--- config.mk ---
export PLATFORM = sky130hd
export DESIGN_NAME = dmem_arbiter
export DESIGN_NICKNAME = d
export VERILOG_FILES = /design/src/rtl/dmem_arbiter.sv
export SDC_FILE = /design/constraint.sdc
export NUM_CORES = 1
export LEC_CHECK = 0
export CAP_MARGIN = 20
export CELL_PAD_IN_SITES_DETAIL_PLACEMENT = 1
export CELL_PAD_IN_SITES_GLOBAL_PLACEMENT = 2
export CORE_AREA = 2 2 151 153
export CTS_CLUSTER_SIZE = 16
export DETAILED_ROUTE_END_ITERATION = 12
export DIE_AREA = 0 0 153 155
export HOLD_SLACK_MARGIN = 0.05
export PLACE_DENSITY = 0.9
export SLEW_MARGIN = 25
export SYNTH_ARGS = -nofsm -noshare
export SYNTH_HDL_FRONTEND = slang
export SYNTH_SLANG_ARGS = --single-unit
--- constraint.sdc ---
create_clock -name CLK -period 11.3 [get_ports CLK]
set_input_delay 2.825 -clock CLK [delete_from_list [all_inputs] [get_ports CLK]]
set_output_delay 2.825 -clock CLK [all_outputs]
set_load 0.01 [all_outputs]
--- src/rtl/dmem_arbiter.sv ---
// dmem_arbiter
// Shares one data-memory block (registered read port, separate write port)
// between the CPU load/store path and an external word port. The CPU has
// priority. A starvation counter forces a waiting external request through
// after STARVE_LIMIT cycles. Partial external stores use read-modify-write.
//
// Ports:
//   CLK, RST          clock, asynchronous active-high reset
//   cpu_*             CPU request (req/we/addr/wdata), stall and read-valid
//   ext_*             external request (req/we/be/addr/wdata), ack, read data
//   mem_*             memory read address/data, write enable/address/data
module dmem_arbiter #(
  parameter int ADDR_W       = 14,
  parameter int STARVE_LIMIT = 8
) (
  input  logic              CLK,
  input  logic              RST,
  input  logic              cpu_req,
  input  logic              cpu_we,
  input  logic [ADDR_W-1:0] cpu_addr,
  input  logic [31:0]       cpu_wdata,
  output logic              cpu_stall,
  output logic              cpu_rvalid,
  input  logic              ext_req,
  input  logic              ext_we,
  input  logic [3:0]        ext_be,
  input  logic [ADDR_W-1:0] ext_addr,
  input  logic [31:0]       ext_wdata,
  output logic              ext_ack,
  output logic [31:0]       ext_rdata,
  output logic [ADDR_W-1:0] mem_raddr,
  input  logic [31:0]       mem_rdata,
  output logic              mem_we,
  output logic [ADDR_W-1:0] mem_waddr,
  output logic [31:0]       mem_wdata
);

  localparam logic [1:0] IDLE    = 2'd0;
  localparam logic [1:0] EXT_RD  = 2'd1;
  localparam logic [1:0] EXT_ACK = 2'd2;
  localparam logic [7:0] LIMIT   = 8'(STARVE_LIMIT);

  // Per-byte select: enabled bytes from the new data, the rest from memory.
  function automatic logic [31:0] byte_merge(input logic [3:0]  be,
                                             input logic [31:0] wdata,
                                             input logic [31:0] rdata);
    logic [31:0] res;
    res = rdata;
    for (int i = 0; i < 4; i++) begin
      if (be[i]) begin
        res[8*i +: 8] = wdata[8*i +: 8];
      end else begin
        res[8*i +: 8] = rdata[8*i +: 8];
      end
    end
    return res;
  endfunction

  logic [1:0]        state_r;
  logic [1:0]        state_nxt_s;
  logic [7:0]        cnt_r;
  logic              ext_ack_r;
  logic [31:0]       ext_rdata_r;
  logic              cpu_rvalid_r;
  logic              lat_valid_r;
  logic              lat_we_r;
  logic [3:0]        lat_be_r;
  logic [ADDR_W-1:0] lat_addr_r;
  logic [31:0]       lat_wdata_r;
  logic              grant_ext_s;
  logic              cpu_grant_s;
  logic              we_s;

  // Grant decision, next state and memory port steering.
  always_comb begin
    grant_ext_s = 1'b0;
    cpu_grant_s = 1'b0;
    state_nxt_s = state_r;
    cpu_stall   = 1'b0;
    we_s        = 1'b0;
    mem_raddr   = cpu_addr;
    mem_waddr   = cpu_addr;
    mem_wdata   = cpu_wdata;
    case (state_r)
      IDLE: begin
        grant_ext_s = ext_req && (!cpu_req || (cnt_r == LIMIT));
        if (grant_ext_s) begin
          cpu_stall = cpu_req;
          if (ext_we && (ext_be == 4'hF)) begin
            we_s        = 1'b1;
            mem_waddr   = ext_addr;
            mem_wdata   = ext_wdata;
            state_nxt_s = EXT_ACK;
          end else if (ext_we && (ext_be == 4'h0)) begin
            state_nxt_s = EXT_ACK;
          end else begin
            mem_raddr   = ext_addr;
            state_nxt_s = EXT_RD;
          end
        end else begin
          cpu_grant_s = 1'b1;
          we_s        = cpu_req && cpu_we;
        end
      end
      EXT_RD: begin
        // CPU held off across the whole RMW so a store cannot slip in between.
        cpu_stall   = cpu_req;
        mem_raddr   = lat_addr_r;
        state_nxt_s = EXT_ACK;
        if (lat_we_r && lat_valid_r) begin
          we_s      = 1'b1;
          mem_waddr = lat_addr_r;
          mem_wdata = byte_merge(lat_be_r, lat_wdata_r, mem_rdata);
        end else begin
          we_s      = 1'b0;
        end
      end
      EXT_ACK: begin
        cpu_grant_s = 1'b1;
        we_s        = cpu_req && cpu_we;
        state_nxt_s = IDLE;
      end
      default: begin
        state_nxt_s = IDLE;
      end
    endcase
  end

  // Write strobe is suppressed while reset is held so no partial write escapes.
  assign mem_we     = we_s && !RST;
  assign ext_ack    = ext_ack_r;
  assign ext_rdata  = ext_rdata_r;
  assign cpu_rvalid = cpu_rvalid_r;

  // FSM, starvation counter, latched external request and registered outputs.
  always_ff @(posedge CLK or posedge RST) begin
    if (RST) begin
      state_r      <= IDLE;
      cnt_r        <= 8'd0;
      ext_ack_r    <= 1'b0;
      ext_rdata_r  <= 32'd0;
      cpu_rvalid_r <= 1'b0;
      lat_valid_r  <= 1'b0;
      lat_we_r     <= 1'b0;
      lat_be_r     <= 4'd0;
      lat_addr_r   <= '0;
      lat_wdata_r  <= 32'd0;
    end else begin
      state_r      <= state_nxt_s;
      ext_ack_r    <= (state_nxt_s == EXT_ACK);
      cpu_rvalid_r <= cpu_grant_s && cpu_req && !cpu_we;

      // Count consecutive cycles the external side loses to the CPU.
      if (grant_ext_s) begin
        cnt_r <= 8'd0;
      end else if (state_r == IDLE) begin
        if (ext_req && cpu_req) begin
          cnt_r <= (cnt_r == LIMIT) ? cnt_r : cnt_r + 8'd1;
        end else begin
          cnt_r <= 8'd0;
        end
      end else begin
        cnt_r <= cnt_r;
      end

      if (grant_ext_s) begin
        lat_valid_r <= 1'b1;
        lat_we_r    <= ext_we;
        lat_be_r    <= ext_be;
        lat_addr_r  <= ext_addr;
        lat_wdata_r <= ext_wdata;
      end else if (state_r == EXT_ACK) begin
        lat_valid_r <= 1'b0;
      end else begin
        lat_valid_r <= lat_valid_r;
      end

      if ((state_r == EXT_RD) && !lat_we_r) begin
        ext_rdata_r <= mem_rdata;
      end else begin
        ext_rdata_r <= ext_rdata_r;
      end
    end
  end

endmodule

==> flow_summary_export.csv, run 1 <==
group,metric,value,unit
global_routing,grt.overflow.total,0,
finish,drive_above_1_share,0.1352,
die,dieWidth,153,um
sta,rsz0062_at_grt,"no",
synth,synth_top_family_by_area,"multiplexers",
pwr,ir_drop,0.00007143,V
run_status,outcome,"complete, no violations",
sta,fmax,0.1132,GHz
global_routing,grt_use_total,0.1989,
die,die_h,155,um
route,routed_wl,23.85,mm
clock_tree,hold_buffers,0,
synth,ys_seq_area_frac,0.3941,
hold_path,min_path_type,"flip-flop to flip-flop",
setup_path,cpMostUsedCell,"clkdlybuf4s50_1",
clock_tree,clockRootBuffer,"clkbuf_16",
setup_path,critPathRequiredTime,8480,ps
setup_path,cp_slowest_cell,"and2_2",
pwr,power,1.410,mW
hold_path,hold_start,"lat_wdata_r[31]",
setup_path,cp_top_family,"simple AND/OR/NAND/NOR gates",
die,io_pins,230,
finish,fillers,2515,
synth,synth_area,6096,um2
setup_path,cp_max_fo,40,
synth,synthSimpleGateAreaFrac,0.1652,
die,coreArea,22230,um2
synth,synth_xor_xnor_area_share,0.008621,
route,wl_met2,11.84,mm
global_routing,grt_max_degree,58,
sta,fin_crit,8833,ps
sta,hold_viol_final,0,
synth,synth-main-ff-cell,"dfrtp_1",
route,viasPerCell,5.425,
finish,fin_nets,967,
synth,syn-num-nets,769,
route,met1Wirelength,10.13,mm
setup_path,worst_r2r_path_depth,7,
synth,muxShareOfSynthArea,0.2059,
setup_path,cp-startpoint,"ext_be[3]",
global_routing,grt_pass1_wl,37.36,mm
route,drt_iter0_markers,294,
clock_tree,cts_tree,"yes",
sta,slew-limit-headroom,0.3815,
setup_path,path_cells,"clkdlybuf4s50_1, and4_1, and2_2, nand2_1, a221oi_1, clkdlybuf4s50_1",
sta,finalSetupViolCount,0,
setup_path,arrival,6010,ps
die,rows,55,
global_routing,antenna_found_initial,1,
die,fp.dieArea,23720,um2
global_routing,grt_pass1_vias,6635,
clock_tree,cts_htree_levels,3,
setup_path,crit_buf_inv,2,
setup_path,crit_type,"input pin to primary output",
die,start_util,0.2742,
sta,worst_slew_pin_slew,927.8,ps
synth,synth.area.top_cells,"dfrtp_1 39%, mux2_2 13%, mux2i_1 5.3%, nand4_1 4.9%, o211ai_1 4.8%",
placement,gp_congestion,0.7958,
synth,synth_compound_area_frac,0.1780,
pwr,leakagePower,3.463,nW
synth,synth_area_per_cell,9.630,um2
route,postRouteAntennaNets,0,
setup_path,reg2reg_from,"state_r[0]",
setup_path,cp_num_cells,6,
synth,synth_area_leader_cell,"dfrtp_1",
sta,maxSlewViolCount,0,
synth,synth-seq-cells,96,
clock_tree,cts_setup_buffers,0,
finish,area_growth,47.09,%
clock_tree,clk_pin_slew,70,ps
route,wl_met3,1.280,mm
hold_path,whs_path_depth,1,
route,top_layer,"met4",
setup_path,end_kind,"primary output",
synth,synth_edf_count,0,
clock_tree,clkLatencyLatePin,350,ps
synth,yosys_warnings,0,
sta,fin_setup_tns,0,ps
setup_path,cpPeakStageDelay,810,ps
clock_tree,clock_tree.buffer_depth,2,
sta,fin_crit_sh,0.7817,
synth,synthArstFlopShare,1.000,
clock_tree,clock-sinks,96,
pwr,power.density,157.3,nW/um2
clock_tree,cts_resized,0,
synth,yosysTopAreaCellShare,0.3941,
route,drc,0,
sta,holdWs,488.8,ps
route,first_pass_iters,4,
sta,skew,10.05,ps
flow_run,drv_cap,0,
synth,synth_cells,633,
synth,synth_commonest_cells,"96 x dfrtp_1, 72 x mux2_2, 51 x nor2_1, 48 x nand4_1, 44 x a21oi_1",
synth,ys_types,48,
route,wl_per_cell,21.25,um
route,vias,6087,
clock_tree,cts_buffers,9,
synth,post_synth_fa_ha_maj_area_fraction,0.004105,
synth,synth.most_common_cell,"dfrtp_1",
placement,io_buffer_count,229,
placement,dpl.hpwl,16.83,mm
setup_path,start_kind,"input pin",
==> state kept, by name, summed over array words and instances (netlist names) <==
register	cells
cnt_r	8
cpu_rvalid	1
ext_ack	1
ext_rdata	32
lat_addr_r	14
lat_be_r	4
lat_valid_r	1
lat_wdata_r	32
lat_we_r	1
state_r	2
==> per-stage QoR <==
stage	area (um2)	setup WS, ps	util	instances
3_3_place_gp	8612	2585	0.3874	1103
2_1_floorplan	6096	3198	-	633
4_1_cts	8936	2476	0.4020	1120
6_report	8966	2467	0.4034	1122
5_1_grt	8964	2312	0.4033	1121
3_5_place_dp	8640	2487	0.3887	1104
==> area by class of cell <==
type,count,area (um2),share of cell area
inverter,6,25.02,0.002791
antenna,1,2.502,0.0002791
clock inverter,5,53.80,0.006001
sequential,96,2402,0.2679
multi-input combinational,476,3453,0.3852
clock buffer,11,242.7,0.02707
tap,285,356.6,0.03977
timing repair buffer,242,2430,0.2710
==> path summary, 6_finish.rpt <==
path                                        end  slack, ps
max in group asynchronous        lat_addr_r[13]       7220
worst max register to register      lat_be_r[3]       8190
worst min-delay path            lat_wdata_r[31]        490
min in group asynchronous        lat_addr_r[10]       2890
worst max-delay path              mem_wdata[30]       2470
worst min register to register  lat_wdata_r[31]        490
==> placed cells by master (no fill, tap or decap), drive strengths merged, types with 2 or more instances in the layout <==
cell type and n:
ha 2, o22ai 6, o21a 2, nor4 3
clkbuf 11, nand3 35, a221oi 3, nor3 5
dfrtp 96, mux2i 32, clkdlybuf4s50 229, o21ai 19
nand4 48, a21oi 45, a221o 4, a22oi 12
and4bb 2, buf 13, xor2 6, o211ai 39
mux2 83, and2 2, clkinv 4, o22a 2
a21boi 14, nand2 31, nor2 52, a311o 8
nor2b 9, inv 6
==> power by group <==
| part | switching, mW | internal, mW | total (mW) | leakage, nW |
|---|---|---|---|---|
| Combinational | 0.242 | 0.334 | 0.576 | 2.16 |
| Clock | 0.140 | 0.178 | 0.318 | 0.150 |
| Sequential | 0.0727 | 0.443 | 0.516 | 1.16 |
| Total | 0.455 | 0.955 | 1.41 | 3.46 |
==> cells by family after synthesis <==
logic type	count (synthesis)
AO/OA/AOI/OAI	160
XOR/XNOR	6
adder cells (fa/ha/maj)	2
buffers and inverters	61
flip-flops	96
multiplexers	115
AND/OR/NAND/NOR	193
==> metal layers <==
layer / track usage / vias to the layer above
met5: 0 / -
met4: 0.06922 / 0
met3: 0.04262 / 30
met2: 0.3466 / 182
met1: 0.2441 / 3067
li1: - / 2808
Power figures use the tool's default switching activity.
==> run 2, diff against run 1 <==
CORE_AREA = 2 2 157 159   (was 2 2 151 153)
DIE_AREA = 0 0 159 161   (was 0 0 153 155)
PLACE_DENSITY = 0.84   (was 0.9)
clock period = 9 ns   (was 11.3 ns; I/O delays follow)
==> flow_summary_export.csv, run 2 (same netlist as run 1, synthesis figures left out) <==
group,metric,value,unit
finish,final_cell_mix,"229 x clkdlybuf4s50_1, 96 x dfrtp_1, 72 x mux2_2",
finish,fin_nets,967,
finish,drive_above_1_share,0.1340,
sta,finalSetupViolCount,0,
global_routing,grt.overflow.total,0,
route,wl_per_cell,21.32,um
die,coreArea,23960,um2
setup_path,cp_num_cells,7,
clock_tree,cts_resized,0,
route,drt_iter0_markers,295,
hold_path,min_path_type,"flip-flop to flip-flop",
clock_tree,cts_setup_buffers,0,
finish,diodes,0,
flow_run,drv_cap,0,
route,drc,0,
global_routing,grt_pass1_wl,38.50,mm
setup_path,cp_slowest_cell,"clkdlybuf4s50_1",
sta,worst_slew_pin_slew,1039,ps
die,die_h,161,um
setup_path,start_kind,"input pin",
setup_path,cpPeakStageDelay,600,ps
clock_tree,cts_htree_levels,3,
run_status,outcome,"complete, no violations",
setup_path,crit_buf_inv,3,
setup_path,reg2reg_to,"lat_addr_r[7]",
sta,maxSlewViolCount,0,
die,io_pins,230,
setup_path,arrival,5240,ps
sta,fin_crit_sh,0.8324,
global_routing,grt_pass1_vias,6507,
route,vias,6078,
setup_path,r2r_slack,5610,ps
global_routing,antenna_found_initial,0,
clock_tree,cts_buffers,9,
finish,layout_commonest_cell,"clkdlybuf4s50_1",
pwr,leakagePower,3.459,nW
die,rows,57,
clock_tree,clkLatencyLatePin,360,ps
placement,dpl.hpwl,17.15,mm
setup_path,crit_type,"input pin to primary output",
route,viasPerCell,5.240,
finish,area_growth,48.23,%
setup_path,worst_r2r_path_depth,6,
setup_path,cp_max_fo,37,
route,routed_wl,24.73,mm
setup_path,reg2reg_from,"state_r[0]",
sta,slew-limit-headroom,0.3056,
die,dieWidth,159,um
clock_tree,clk_pin_slew,70,ps
die,start_util,0.2544,
clock_tree,cts_tree,"yes",
pwr,power.density,196.7,nW/um2
setup_path,crit_end,"mem_raddr[4]",
placement,gp_congestion,0.8058,
setup_path,end_kind,"primary output",
sta,fin_setup_tns,0,ps
finish,finalCoreUtilization,0.3771,
clock_tree,clockRootBuffer,"clkbuf_16",
sta,fin_crit,7491,ps
sta,hold_viol_final,0,
die,fp.dieArea,25600,um2
route,first_pass_iters,5,
sta,rsz0062_at_grt,"no",
sta,fmax,0.1335,GHz
global_routing,grt_use_total,0.1916,
setup_path,cp_top_family,"buffers and inverters",
route,postRouteAntennaNets,0,
clock_tree,clock-sinks,96,
clock_tree,hold_buffers,0,
sta,skew,14.69,ps
pwr,power,1.778,mW
clock_tree,clock_tree.buffer_depth,2,
placement,io_buffer_count,229,
setup_path,cp-startpoint,"ext_req",
pwr,ir_drop,0.00007877,V
setup_path,cpMostUsedCell,"clkdlybuf4s50_1",
setup_path,critPathRequiredTime,6750,ps
setup_path,path_cells,"clkdlybuf4s50_1, nor4b_4, a21o_2, buf_4, a21boi_0, nor3_1, clkdlybuf4s50_1",
global_routing,grt_max_degree,55,
## run 2: changes by cell type in the layout (fill, tap and decap cells not counted)
cell / before / now
clkinv_2: 3 / 0
clkinvlp_4: 0 / 2
buf_16: 2 / 3
buf_4: 11 / 10
clkbuf_1: 1 / 2
clkinv_4: 0 / 1
diode_2: 1 / 0
inv_6: 1 / 0
## run 2: report_power, final
group | internal [mW] | switching (mW) | total [mW]
clock | 0.225 | 0.184 | 0.409
sequential | 0.556 | 0.0930 | 0.649
combinational | 0.420 | 0.300 | 0.719
## run 2: final cells by class
type / count / area (um2)
clock buffers: 12 / 246.5
multi-input cells: 476 / 3453
fillers: 2765 / 14930
repair buffers: 242 / 2450
flip-flops and latches: 96 / 2402
well taps: 324 / 405.4
inverters: 6 / 25.02
clock inverters: 4 / 53.80
## run 2: how the worst min path moves through the flow
stage / from / to / slack, ps / cells after the start
after global placement: lat_wdata_r[3] / lat_wdata_r[3] / 470 / 1
after detailed placement: lat_wdata_r[3] / lat_wdata_r[3] / 480 / 1
after CTS: lat_wdata_r[3] / lat_wdata_r[3] / 500 / 1
after global routing: lat_wdata_r[29] / lat_wdata_r[29] / 520 / 1
after floorplan: lat_wdata_r[0] / lat_wdata_r[0] / 460 / 1
final: lat_wdata_r[3] / lat_wdata_r[3] / 490 / 1
## run 2: metal layers
layer  GRT usage  vias up  share of wire
met5           0        -              0
met4     0.05041        0          0.014
met3     0.04700       22          0.052
met2      0.3273      175           0.49
met1      0.2430     3086           0.45
li1            -     2795              -
## run 2: through the flow
stage	cells	instance area, um2	hold WS [ps]	worst slack [ps]
final	1160	9036	491.4	1509
after global routing	1160	9036	522.0	1309
after CTS	1160	9036	498.6	1478
after detailed placement	1144	8736	482.6	1492
after global placement	1141	8653	468.8	1517
after floorplan	633	6096	457.8	2048
